===== config.mk =====
export PLATFORM = sky130hd
export DESIGN_NAME = lsu_ctrl_flat
export DESIGN_NICKNAME = d
export VERILOG_FILES = /design/src/rtl/lsu_ctrl_if.sv /design/src/rtl/lsu_ctrl.sv /design/src/flat_wrapper.sv
export SDC_FILE = /design/constraint.sdc
export NUM_CORES = 1
export LEC_CHECK = 0
export CAP_MARGIN = 20
export CORE_UTILIZATION = 50
export CTS_CLUSTER_SIZE = 20
export DETAILED_ROUTE_END_ITERATION = 12
export PLACE_DENSITY_LB_ADDON = 0.3
export SLEW_MARGIN = 20
export SYNTH_ARGS = -nofsm -noshare
export SYNTH_HDL_FRONTEND = slang
export SYNTH_SLANG_ARGS = --single-unit

===== constraint.sdc =====
create_clock -name clk -period 3.4 [get_ports clk]
set_clock_uncertainty 0.15 [all_clocks]
set_input_delay 0.51 -clock clk [delete_from_list [all_inputs] [get_ports clk]]
set_output_delay 0.51 -clock clk [all_outputs]
set_load 0.01 [all_outputs]

===== src/rtl/lsu_ctrl_if.sv =====
// Core request/response and data-memory signals of the load/store controller.
// No latency of its own; plain wires between the core, the controller and memory.
// req_ready gates the request side; the response side has no backpressure.
interface lsu_ctrl_if #(
  parameter int WIDTH = 32
);
  logic             req_valid;
  logic             req_ready;
  logic             req_we;
  logic [2:0]       req_funct3;
  logic [WIDTH-1:0] req_addr;
  logic [WIDTH-1:0] req_wdata;
  logic             rsp_valid;
  logic [WIDTH-1:0] rsp_rdata;
  logic             rsp_err;
  logic [WIDTH-1:0] mem_addr;
  logic             mem_we;
  logic [WIDTH-1:0] mem_wdata;
  logic [WIDTH-1:0] mem_rdata;

  // Core plus memory side: drives requests and memory read data.
  modport master (
    output req_valid, req_we, req_funct3, req_addr, req_wdata, mem_rdata,
    input  req_ready, rsp_valid, rsp_rdata, rsp_err, mem_addr, mem_we, mem_wdata
  );

  // Controller side.
  modport slave (
    input  req_valid, req_we, req_funct3, req_addr, req_wdata, mem_rdata,
    output req_ready, rsp_valid, rsp_rdata, rsp_err, mem_addr, mem_we, mem_wdata
  );
endinterface


===== src/rtl/lsu_ctrl.sv =====
// Byte/half/word load-store controller onto a word-organised memory (RMW for sub-word stores).
// Latency accept->rsp_valid: error 1, load 2, SW 2, SB/SH 3 cycles; one request in flight.
// req_ready only in IDLE; rsp_valid is a one-cycle pulse with no backpressure.
module lsu_ctrl #(
  parameter int WIDTH = 32
) (
  input logic        clk,
  input logic        reset,
  lsu_ctrl_if.slave  bus
);

  typedef enum logic [1:0] {IDLE, RD, WR, RESP} state_t;

  state_t             state;
  state_t             state_nxt;

  logic               we_q;
  logic [2:0]         f3_q;
  logic [1:0]         off_q;
  logic [WIDTH-1:0]   wdata_q;
  logic [WIDTH-1:0]   word_q;
  logic [WIDTH-1:2]   mem_addr_q;
  logic               rsp_valid_q;
  logic               rsp_err_q;
  logic [WIDTH-1:0]   rsp_rdata_q;

  logic               accept;
  logic               legal;
  logic               misal;
  logic               req_bad;
  logic [WIDTH-1:0]   merged;

  // Pick the addressed lane of a memory word and extend it per funct3.
  function automatic logic [WIDTH-1:0] extract(input logic [WIDTH-1:0] w,
                                               input logic [2:0] f3,
                                               input logic [1:0] off);
    logic [7:0]  b;
    logic [15:0] h;
    b = w[{off, 3'b000} +: 8];
    h = off[1] ? w[31:16] : w[15:0];
    case (f3)
      3'b000:  extract = {{24{b[7]}}, b};
      3'b001:  extract = {{16{h[15]}}, h};
      3'b100:  extract = {24'h0, b};
      3'b101:  extract = {16'h0, h};
      default: extract = w;
    endcase
  endfunction

  assign accept        = bus.req_valid && (state == IDLE);
  assign bus.req_ready = (state == IDLE);
  assign bus.mem_addr  = {mem_addr_q, 2'b00};
  assign bus.mem_we    = (state == WR) && !reset;
  assign bus.mem_wdata = (state == WR) ? merged : '0;
  assign bus.rsp_valid = rsp_valid_q;
  assign bus.rsp_err   = rsp_err_q;
  assign bus.rsp_rdata = rsp_rdata_q;

  // Classify the incoming request: funct3 legality for its direction and alignment.
  always_comb begin
    legal = 1'b0;
    misal = 1'b0;
    case (bus.req_funct3)
      3'b000: legal = 1'b1;
      3'b001: begin
        legal = 1'b1;
        misal = bus.req_addr[0];
      end
      3'b010: begin
        legal = 1'b1;
        misal = (bus.req_addr[1:0] != 2'b00);
      end
      3'b100, 3'b101: begin
        legal = !bus.req_we;
        misal = bus.req_funct3[0] && bus.req_addr[0];
      end
      default: legal = 1'b0;
    endcase
    req_bad = !legal || misal;
  end

  // Store word: full wdata for SW, otherwise the captured word with one lane replaced.
  always_comb begin
    merged = wdata_q;
    if (f3_q[1:0] == 2'b00) begin
      merged = word_q;
      merged[{off_q, 3'b000} +: 8] = wdata_q[7:0];
    end else if (f3_q[1:0] == 2'b01) begin
      merged = word_q;
      merged[{off_q[1], 4'b0000} +: 16] = wdata_q[15:0];
    end
  end

  // State register.
  always_ff @(posedge clk) begin
    if (reset) state <= IDLE;
    else       state <= state_nxt;
  end

  // Next state: bad requests go straight to RESP, SW skips the read, RMW stores read first.
  always_comb begin
    state_nxt = state;
    case (state)
      IDLE: begin
        if (accept) begin
          if (req_bad)                                     state_nxt = RESP;
          else if (bus.req_we && bus.req_funct3 == 3'b010) state_nxt = WR;
          else                                             state_nxt = RD;
        end
      end
      RD:      state_nxt = we_q ? WR : RESP;
      WR:      state_nxt = RESP;
      RESP:    state_nxt = IDLE;
      default: state_nxt = IDLE;
    endcase
  end

  // Request latch, captured word, memory address and registered response.
  always_ff @(posedge clk) begin
    if (reset) begin
      we_q        <= 1'b0;
      f3_q        <= '0;
      off_q       <= '0;
      wdata_q     <= '0;
      word_q      <= '0;
      mem_addr_q  <= '0;
      rsp_valid_q <= 1'b0;
      rsp_err_q   <= 1'b0;
      rsp_rdata_q <= '0;
    end else begin
      rsp_valid_q <= 1'b0;
      rsp_err_q   <= 1'b0;
      rsp_rdata_q <= '0;
      case (state)
        IDLE: begin
          if (accept) begin
            we_q    <= bus.req_we;
            f3_q    <= bus.req_funct3;
            off_q   <= bus.req_addr[1:0];
            wdata_q <= bus.req_wdata;
            if (req_bad) begin
              rsp_valid_q <= 1'b1;
              rsp_err_q   <= 1'b1;
            end else begin
              // Only legal accesses move the memory address; errors touch nothing.
              mem_addr_q <= bus.req_addr[WIDTH-1:2];
            end
          end
        end
        RD: begin
          word_q <= bus.mem_rdata;
          if (!we_q) begin
            rsp_valid_q <= 1'b1;
            rsp_rdata_q <= extract(bus.mem_rdata, f3_q, off_q);
          end
        end
        WR:      rsp_valid_q <= 1'b1;
        default: ;
      endcase
    end
  end

endmodule


===== src/flat_wrapper.sv =====
// flat-port wrapper written by rule: the top's interface ports become plain ports
module lsu_ctrl_flat 
#(
  parameter int WIDTH = 32
)
  (clk, reset, bus_req_valid, bus_req_we, bus_req_funct3, bus_req_addr, bus_req_wdata, bus_mem_rdata, bus_req_ready, bus_rsp_valid, bus_rsp_rdata, bus_rsp_err, bus_mem_addr, bus_mem_we, bus_mem_wdata);
  lsu_ctrl_if #(.WIDTH(WIDTH)) bus_i ();
  input logic clk;
  input logic reset;
  input wire logic [$bits(bus_i.req_valid)-1:0] bus_req_valid;
  input wire logic [$bits(bus_i.req_we)-1:0] bus_req_we;
  input wire logic [$bits(bus_i.req_funct3)-1:0] bus_req_funct3;
  input wire logic [$bits(bus_i.req_addr)-1:0] bus_req_addr;
  input wire logic [$bits(bus_i.req_wdata)-1:0] bus_req_wdata;
  input wire logic [$bits(bus_i.mem_rdata)-1:0] bus_mem_rdata;
  output wire logic [$bits(bus_i.req_ready)-1:0] bus_req_ready;
  output wire logic [$bits(bus_i.rsp_valid)-1:0] bus_rsp_valid;
  output wire logic [$bits(bus_i.rsp_rdata)-1:0] bus_rsp_rdata;
  output wire logic [$bits(bus_i.rsp_err)-1:0] bus_rsp_err;
  output wire logic [$bits(bus_i.mem_addr)-1:0] bus_mem_addr;
  output wire logic [$bits(bus_i.mem_we)-1:0] bus_mem_we;
  output wire logic [$bits(bus_i.mem_wdata)-1:0] bus_mem_wdata;
  assign bus_i.req_valid = bus_req_valid;
  assign bus_i.req_we = bus_req_we;
  assign bus_i.req_funct3 = bus_req_funct3;
  assign bus_i.req_addr = bus_req_addr;
  assign bus_i.req_wdata = bus_req_wdata;
  assign bus_i.mem_rdata = bus_mem_rdata;
  assign bus_req_ready = bus_i.req_ready;
  assign bus_rsp_valid = bus_i.rsp_valid;
  assign bus_rsp_rdata = bus_i.rsp_rdata;
  assign bus_rsp_err = bus_i.rsp_err;
  assign bus_mem_addr = bus_i.mem_addr;
  assign bus_mem_we = bus_i.mem_we;
  assign bus_mem_wdata = bus_i.mem_wdata;
  lsu_ctrl #(.WIDTH(WIDTH)) u_core (.clk(clk), .reset(reset), .bus(bus_i));
endmodule

Yosys cells after proc, flatten, opt, wreduce, memory -nomap -nowiden
Index checks and enable logic that the tools add are counted.

operators by class
  $add $sub $neg = 2
  eq/ne operators = 12
  shift operators = 5
  muxes and demuxes = 18
  bitwise operators = 3
  reduce and logical (&&, ||, !) cells = 19

operators by type and width
  kind                                                                      count
  32-bit case mux with 4 select lines                                       1
  32-bit 2-to-1 mux                                                         3
  32-bit bitwise mux                                                        2
  16-bit by 7-bit variable shift with 32-bit output (first input constant)  1
  8-bit by 7-bit variable shift with 32-bit output (first input constant)   1
  16-bit by 7-bit indexed part select with 32-bit output                    1
  32-bit by 6-bit indexed part select with 8-bit output                     1
  8-bit by 7-bit indexed part select with 32-bit output                     1
  16-bit 2-to-1 mux                                                         1
  5-bit negation with 7-bit output                                          2
  3-bit == test (second input constant)                                     4
  2-bit case mux with 4 select lines                                        1
  3-bit by 1-bit == test with 1-bit output (second input constant)          2
  3-bit logical NOT                                                         2
  2-bit 2-to-1 mux                                                          3
  1-bit case mux with 3 select lines                                        2
  3-bit OR reduction                                                        2
  2-bit by 1-bit == test with 1-bit output (second input constant)          2
  2-bit == test (second input constant)                                     2
  1-bit logical AND                                                         4
  2-bit logical NOT                                                         2
  1-bit 2-to-1 mux                                                          4
  2-bit OR reduction                                                        2
  3-bit by 2-bit == test with 1-bit output (second input constant)          1
  8 further kinds                                                           12

word-level totals
  register bits = 136
  input bits = 103
  output and inout bits = 100
  word-level logic and storage cells = 69

Logic depth before layout (Yosys ltp)
  word-level depth = 8
  mapped depth = 8
  depth with buffers taken out = 6

Worst setup path before layout
OpenSTA, ideal clock, no wires.

  kind = reg-to-output
  start = reg u_core.off_q[0]
  end = out bus_mem_wdata[16]
  data arrival time = 1.981 ns
  data required time = 2.740 ns
  path slack = 0.759 ns
  cell stages (with the launch flop) = 8
  path buffers = 1
  cell sequence = dfxtp_1 > buf_2 > inv_1 > ha_1 > clkinv_1 > nor4b_2 > a221oi_1 > a211oi_1

between the ends
  word-level cells in the longest chain between the ends = 5
  elaborated cells on any way between the ends = 6
  those cells by class = add/sub (1); shift (2); mux (3)

RTL lines
  item                                                                                                                              line                source
  start, declared                                                                                                                   lsu_ctrl.sv:19      logic [1:0] off_q;
  start signal, assigned                                                                                                            lsu_ctrl.sv:139     off_q <= bus.req_addr[1:0];
  5-bit negation with 7-bit output (*)                                                                                              lsu_ctrl.sv:87      merged[{off_q, 3'b000} +: 8] = wdata_q[7:0];
  8-bit by 7-bit indexed part select with 32-bit output / 8-bit by 7-bit variable shift with 32-bit output (equally long branches)  lsu_ctrl.sv:87
  32-bit bitwise mux (*)                                                                                                            lsu_ctrl.sv:87
  32-bit 2-to-1 mux (*)                                                                                                             lsu_ctrl.sv:85      if (f3_q[1:0] == 2'b00) begin
  32-bit 2-to-1 mux (*)                                                                                                             lsu_ctrl.sv:54      assign bus.mem_wdata = (state == WR) ? merged : '0;
  end, declared                                                                                                                     flat_wrapper.sv:22  output wire logic [$bits(bus_i.mem_wdata)-1:0] bus_mem_wdata;

Mark *: on every way between the ends. The rest lies on a longest branch, timed or not.

Final worst setup path
  start = reg u_core.off_q[1]
  end = out bus_mem_wdata[19]

between the ends
  word-level cells in the longest chain between the ends = 6
  elaborated cells on any way between the ends = 11
  those cells by class = add/sub (2); shift (4); mux (5)

RTL lines
  item                                                                                                                                line            source
  5-bit negation with 7-bit output                                                                                                    lsu_ctrl.sv:90  merged[{off_q[1], 4'b0000} +: 16] = wdata_q[15:0];
  16-bit by 7-bit indexed part select with 32-bit output / 16-bit by 7-bit variable shift with 32-bit output (equally long branches)  lsu_ctrl.sv:90
  32-bit bitwise mux                                                                                                                  lsu_ctrl.sv:90
  32-bit 2-to-1 mux                                                                                                                   lsu_ctrl.sv:88  end else if (f3_q[1:0] == 2'b01) begin
  32-bit 2-to-1 mux (*)                                                                                                               lsu_ctrl.sv:85
  32-bit 2-to-1 mux (*)                                                                                                               lsu_ctrl.sv:54

Marks and branches as above.

==> impl_metrics.py <==
metrics = {
    "status": {
        "status": "finished, final reports clean",
    },
    "setup_path": {
        "slowest_delay_ns": 0.58,
        "reg2reg_to": "u_core.bus.rsp_rdata[5]$_SDFF_PP0_",
        "critPathLaunchType": "register",
        "cp.required_ns": 2.74,
        "r2r_cells": 5,
        "reg2reg_from": "u_core.f3_q[0]$_SDFFE_PP0P_",
        "end_kind": "output port",
        "crit_buf_inv": 4,
        "path_delay_family": "buffers and inverters",
        "crit_path_end": "bus_mem_wdata[19]",
        "worstSetupPathType": "reg -> out",
        "crit_cells": 8,
        "critical_path.startpoint": "u_core.off_q[1]$_SDFFE_PP0P_",
        "reg2reg_slack_ns": 1.06,
        "worstPathMaxFanout": 24,
        "slowest_stage": "clkdlybuf4s50_1",
        "crit_chain": "buf_12 > ha_1 > clkinv_2 > nor4b_2 > buf_4 > a221oi_1 > a211oi_1 > clkdlybuf4s50_1",
        "cp.arrival_ns": 2.68,
    },
    "worst_hold_path": {
        "hold_class": "reg -> reg",
        "hold_start": "u_core.mem_addr_q[29]$_SDFFE_PP0P_",
    },
    "floorplan": {
        "dieHeight_um": 114,
        "coreArea_sq_um": 12100,
        "rows": 40,
        "dieArea_sq_um": 12900,
        "pin_count": 203,
        "die_width_um": 114,
        "initial_utilization_pct": 51.5,
    },
    "drt": {
        "highest_layer": "met4",
        "met3_length_um": 1690,
        "route.vias.total": 6262,
        "post-route-drc-count": 0,
        "drt_iter0_drc": 512,
        "wl_per_cell_um": 19.0,
        "totalWireLength_um": 20900,
        "firstDrtPassIters": 8,
        "wl_met2_um": 9740,
        "viasPerCell": 5.69,
        "ant_nets": 0,
        "wl_met1_um": 8770,
    },
    "sta": {
        "setup_violations": 0,
        "setup_tns_ns": 0,
        "fmax_ghz": 0.300,
        "slew_headroom_pct": 35.8,
        "rsz0062_at_grt": "true",
        "hold_viol": 0,
        "slew_violations": 0,
        "fin_ws_ns": 0.0630,
        "period_needed_ns": 3.34,
        "fin_crit_sh_pct": 98.1,
        "worstMarginPinSlew_ns": 0.963,
    },
    "placed_design": {
        "dpl-instance-area_sq_um": 8260,
        "dp_slack_ns": 0.216,
        "dp_hpwl_um": 14800,
        "io_buffers": 200,
        "gp_congestion": 0.925,
    },
    "power": {
        "power_leakage_nw": 3.35,
        "p_total_mw": 6.22,
        "ir_drop_uv": 434,
        "p_per_area_nw_per_um2": 691,
    },
    "synth": {
        "synth_common_cells": "nand2_1 (172), dfxtp_1 (136), a21oi_1 (85)",
        "synth_top_cells_by_area": "dfxtp_1 (44%), nand2_1 (10%), mux2i_1 (9.5%)",
        "yosysUniqueCellTypes": 43,
        "synth_top_cell_by_area": "dfxtp_1",
        "synth_area_sq_um": 6220,
        "async_flop_share_pct": 0,
        "synth_edf_count": 0,
        "synth_seq_cells": 136,
        "yosysTopAreaCellShare_pct": 43.8,
        "yosys_warnings": 0,
        "yosysSeqAreaShare_pct": 43.8,
        "synthCells": 743,
        "synthMostInstantiatedCell": "nand2_1",
        "syn_avg_cell_area_sq_um": 8.37,
        "ys.flop_type": "dfxtp_1",
    },
    "clock_tree": {
        "clkTransAtPathRegs_ns": 0.05,
        "cts_hold_buf": 0,
        "cts_sinks": 136,
        "clockBufferDepth": 2,
        "numCtsBuffers": 17,
        "cts_root_buf": "clkbuf_16",
        "htreeDepth": 4,
        "tritoncts": "built",
        "clock_latency_ns": 0.43,
    },
    "grt": {
        "grt_pass1_wl_um": 32000,
        "antenna_found_initial": 0,
        "grt_start_max_net_pins": 75,
        "grt_pass1_vias": 6156,
        "track_usage_pct": 32.7,
        "grt_overflow": 0,
    },
    "job": {
        "drv_cap": 0,
    },
    "layout": {
        "area_growth_pct": 44.8,
        "n_fill_cell": 900,
        "n_antenna_cell": 0,
        "drive_gt1_share_pct": 8.57,
        "finish.utilization_pct": 74.6,
        "finalNetCount": 1032,
        "final_area_sq_um": 9000,
    },
}
area by class of cell:
class	count	area, sq um	area share (%)
repair buffers	217	2180	24.3
flip-flops and latches	136	2730	30.3
multi-input cells	531	3220	35.8
clock buffers	24	472	5.24
well taps	168	210	2.34
clock inverters	8	120	1.33
inverters	17	65.1	0.723
worst reg2reg max path: stages (launching register included):
cell and delay (ns):
dfxtp_2 0.40, buf_4 0.22, nor2b_1 0.66, nand2_1 0.29, a2bb2oi_1 0.22, o221a_2 0.29
how the worst min path moves through the flow:
stage	cells after the start	endpoint
6_report	2	u_core.mem_addr_q[29]$_SDFFE_PP0P_
3_3_place_gp	2	u_core.mem_addr_q[4]$_SDFFE_PP0P_
4_1_cts	2	u_core.mem_addr_q[16]$_SDFFE_PP0P_
3_5_place_dp	2	u_core.wdata_q[25]$_SDFFE_PP0P_
5_1_grt	2	u_core.mem_addr_q[16]$_SDFFE_PP0P_
2_1_floorplan	2	u_core.we_q$_SDFFE_PP0P_
state kept, by name, indices dropped and copies added, names as in the netlist:
name and flops:
u_core.bus.rsp_err 1, u_core.mem_addr_q 30, u_core.we_q 1, u_core.f3_q 3
u_core.off_q 2, u_core.bus.rsp_valid 1, u_core.word_q 32, u_core.wdata_q 32
u_core.bus.rsp_rdata 32, u_core.state 2
metal layers:
layer	vias up	GRT usage, %
met5	-	0
li1	2964	-
met3	52	8.18
met4	0	15.4
met1	2929	40.3
met2	317	53.5
stage by stage:
step	cells	hold WS [ns]
3_3_place_gp	1067	0.291
3_5_place_dp	1067	0.295
4_1_cts	1101	0.304
6_report	1101	0.302
5_1_grt	1101	0.325
2_1_floorplan	744	0.281
report_power, final:
part	internal, mW	switching, mW	total (mW)	leakage [nW]
Sequential	1.88	0.250	2.13	1.11
Clock	1.19	0.678	1.86	0.284
Combinational	0.983	1.25	2.23	1.95
Total	4.05	2.18	6.22	3.35
cell families after synthesis:
kind of cell    Yosys count  synth area share [%]
compound gates          216                  22.6
fa+ha+maj                 9                  1.81
buf+inv                  77                  5.70
flops                   136                  43.8
simple gates            244                  16.3
other cells               1                0.0603
mux                      60                  9.68
cell usage in the layout (no fill, tap or decap), drive strengths merged, types with 3 or more instances in the layout:
cell / instances
bufinv: 3
a221oi: 30
dlymetal6s2s: 13
inv: 14
clkdlybuf4s50: 186
dfxtp: 136
a2bb2oi: 5
nand2b: 3
nor2b: 6
o221a: 6
clkbuf: 24
a22o: 6
nand3: 4
or2: 3
o21ai: 35
a211oi: 30
buf: 18
o22ai: 10
mux2i: 59
ha: 9
a21oi: 87
nor2: 47
nand2: 172
clkinv: 6
repair_timing:
item / 4_1_cts / 5_1_grt
gates resized for setup: 14 / 19
endpoints found under the setup margin: 30 / 30
buffers inserted: 2 / 0
pin swaps: 2 / 6
No activity file was read; power rests on OpenSTA's default activity.
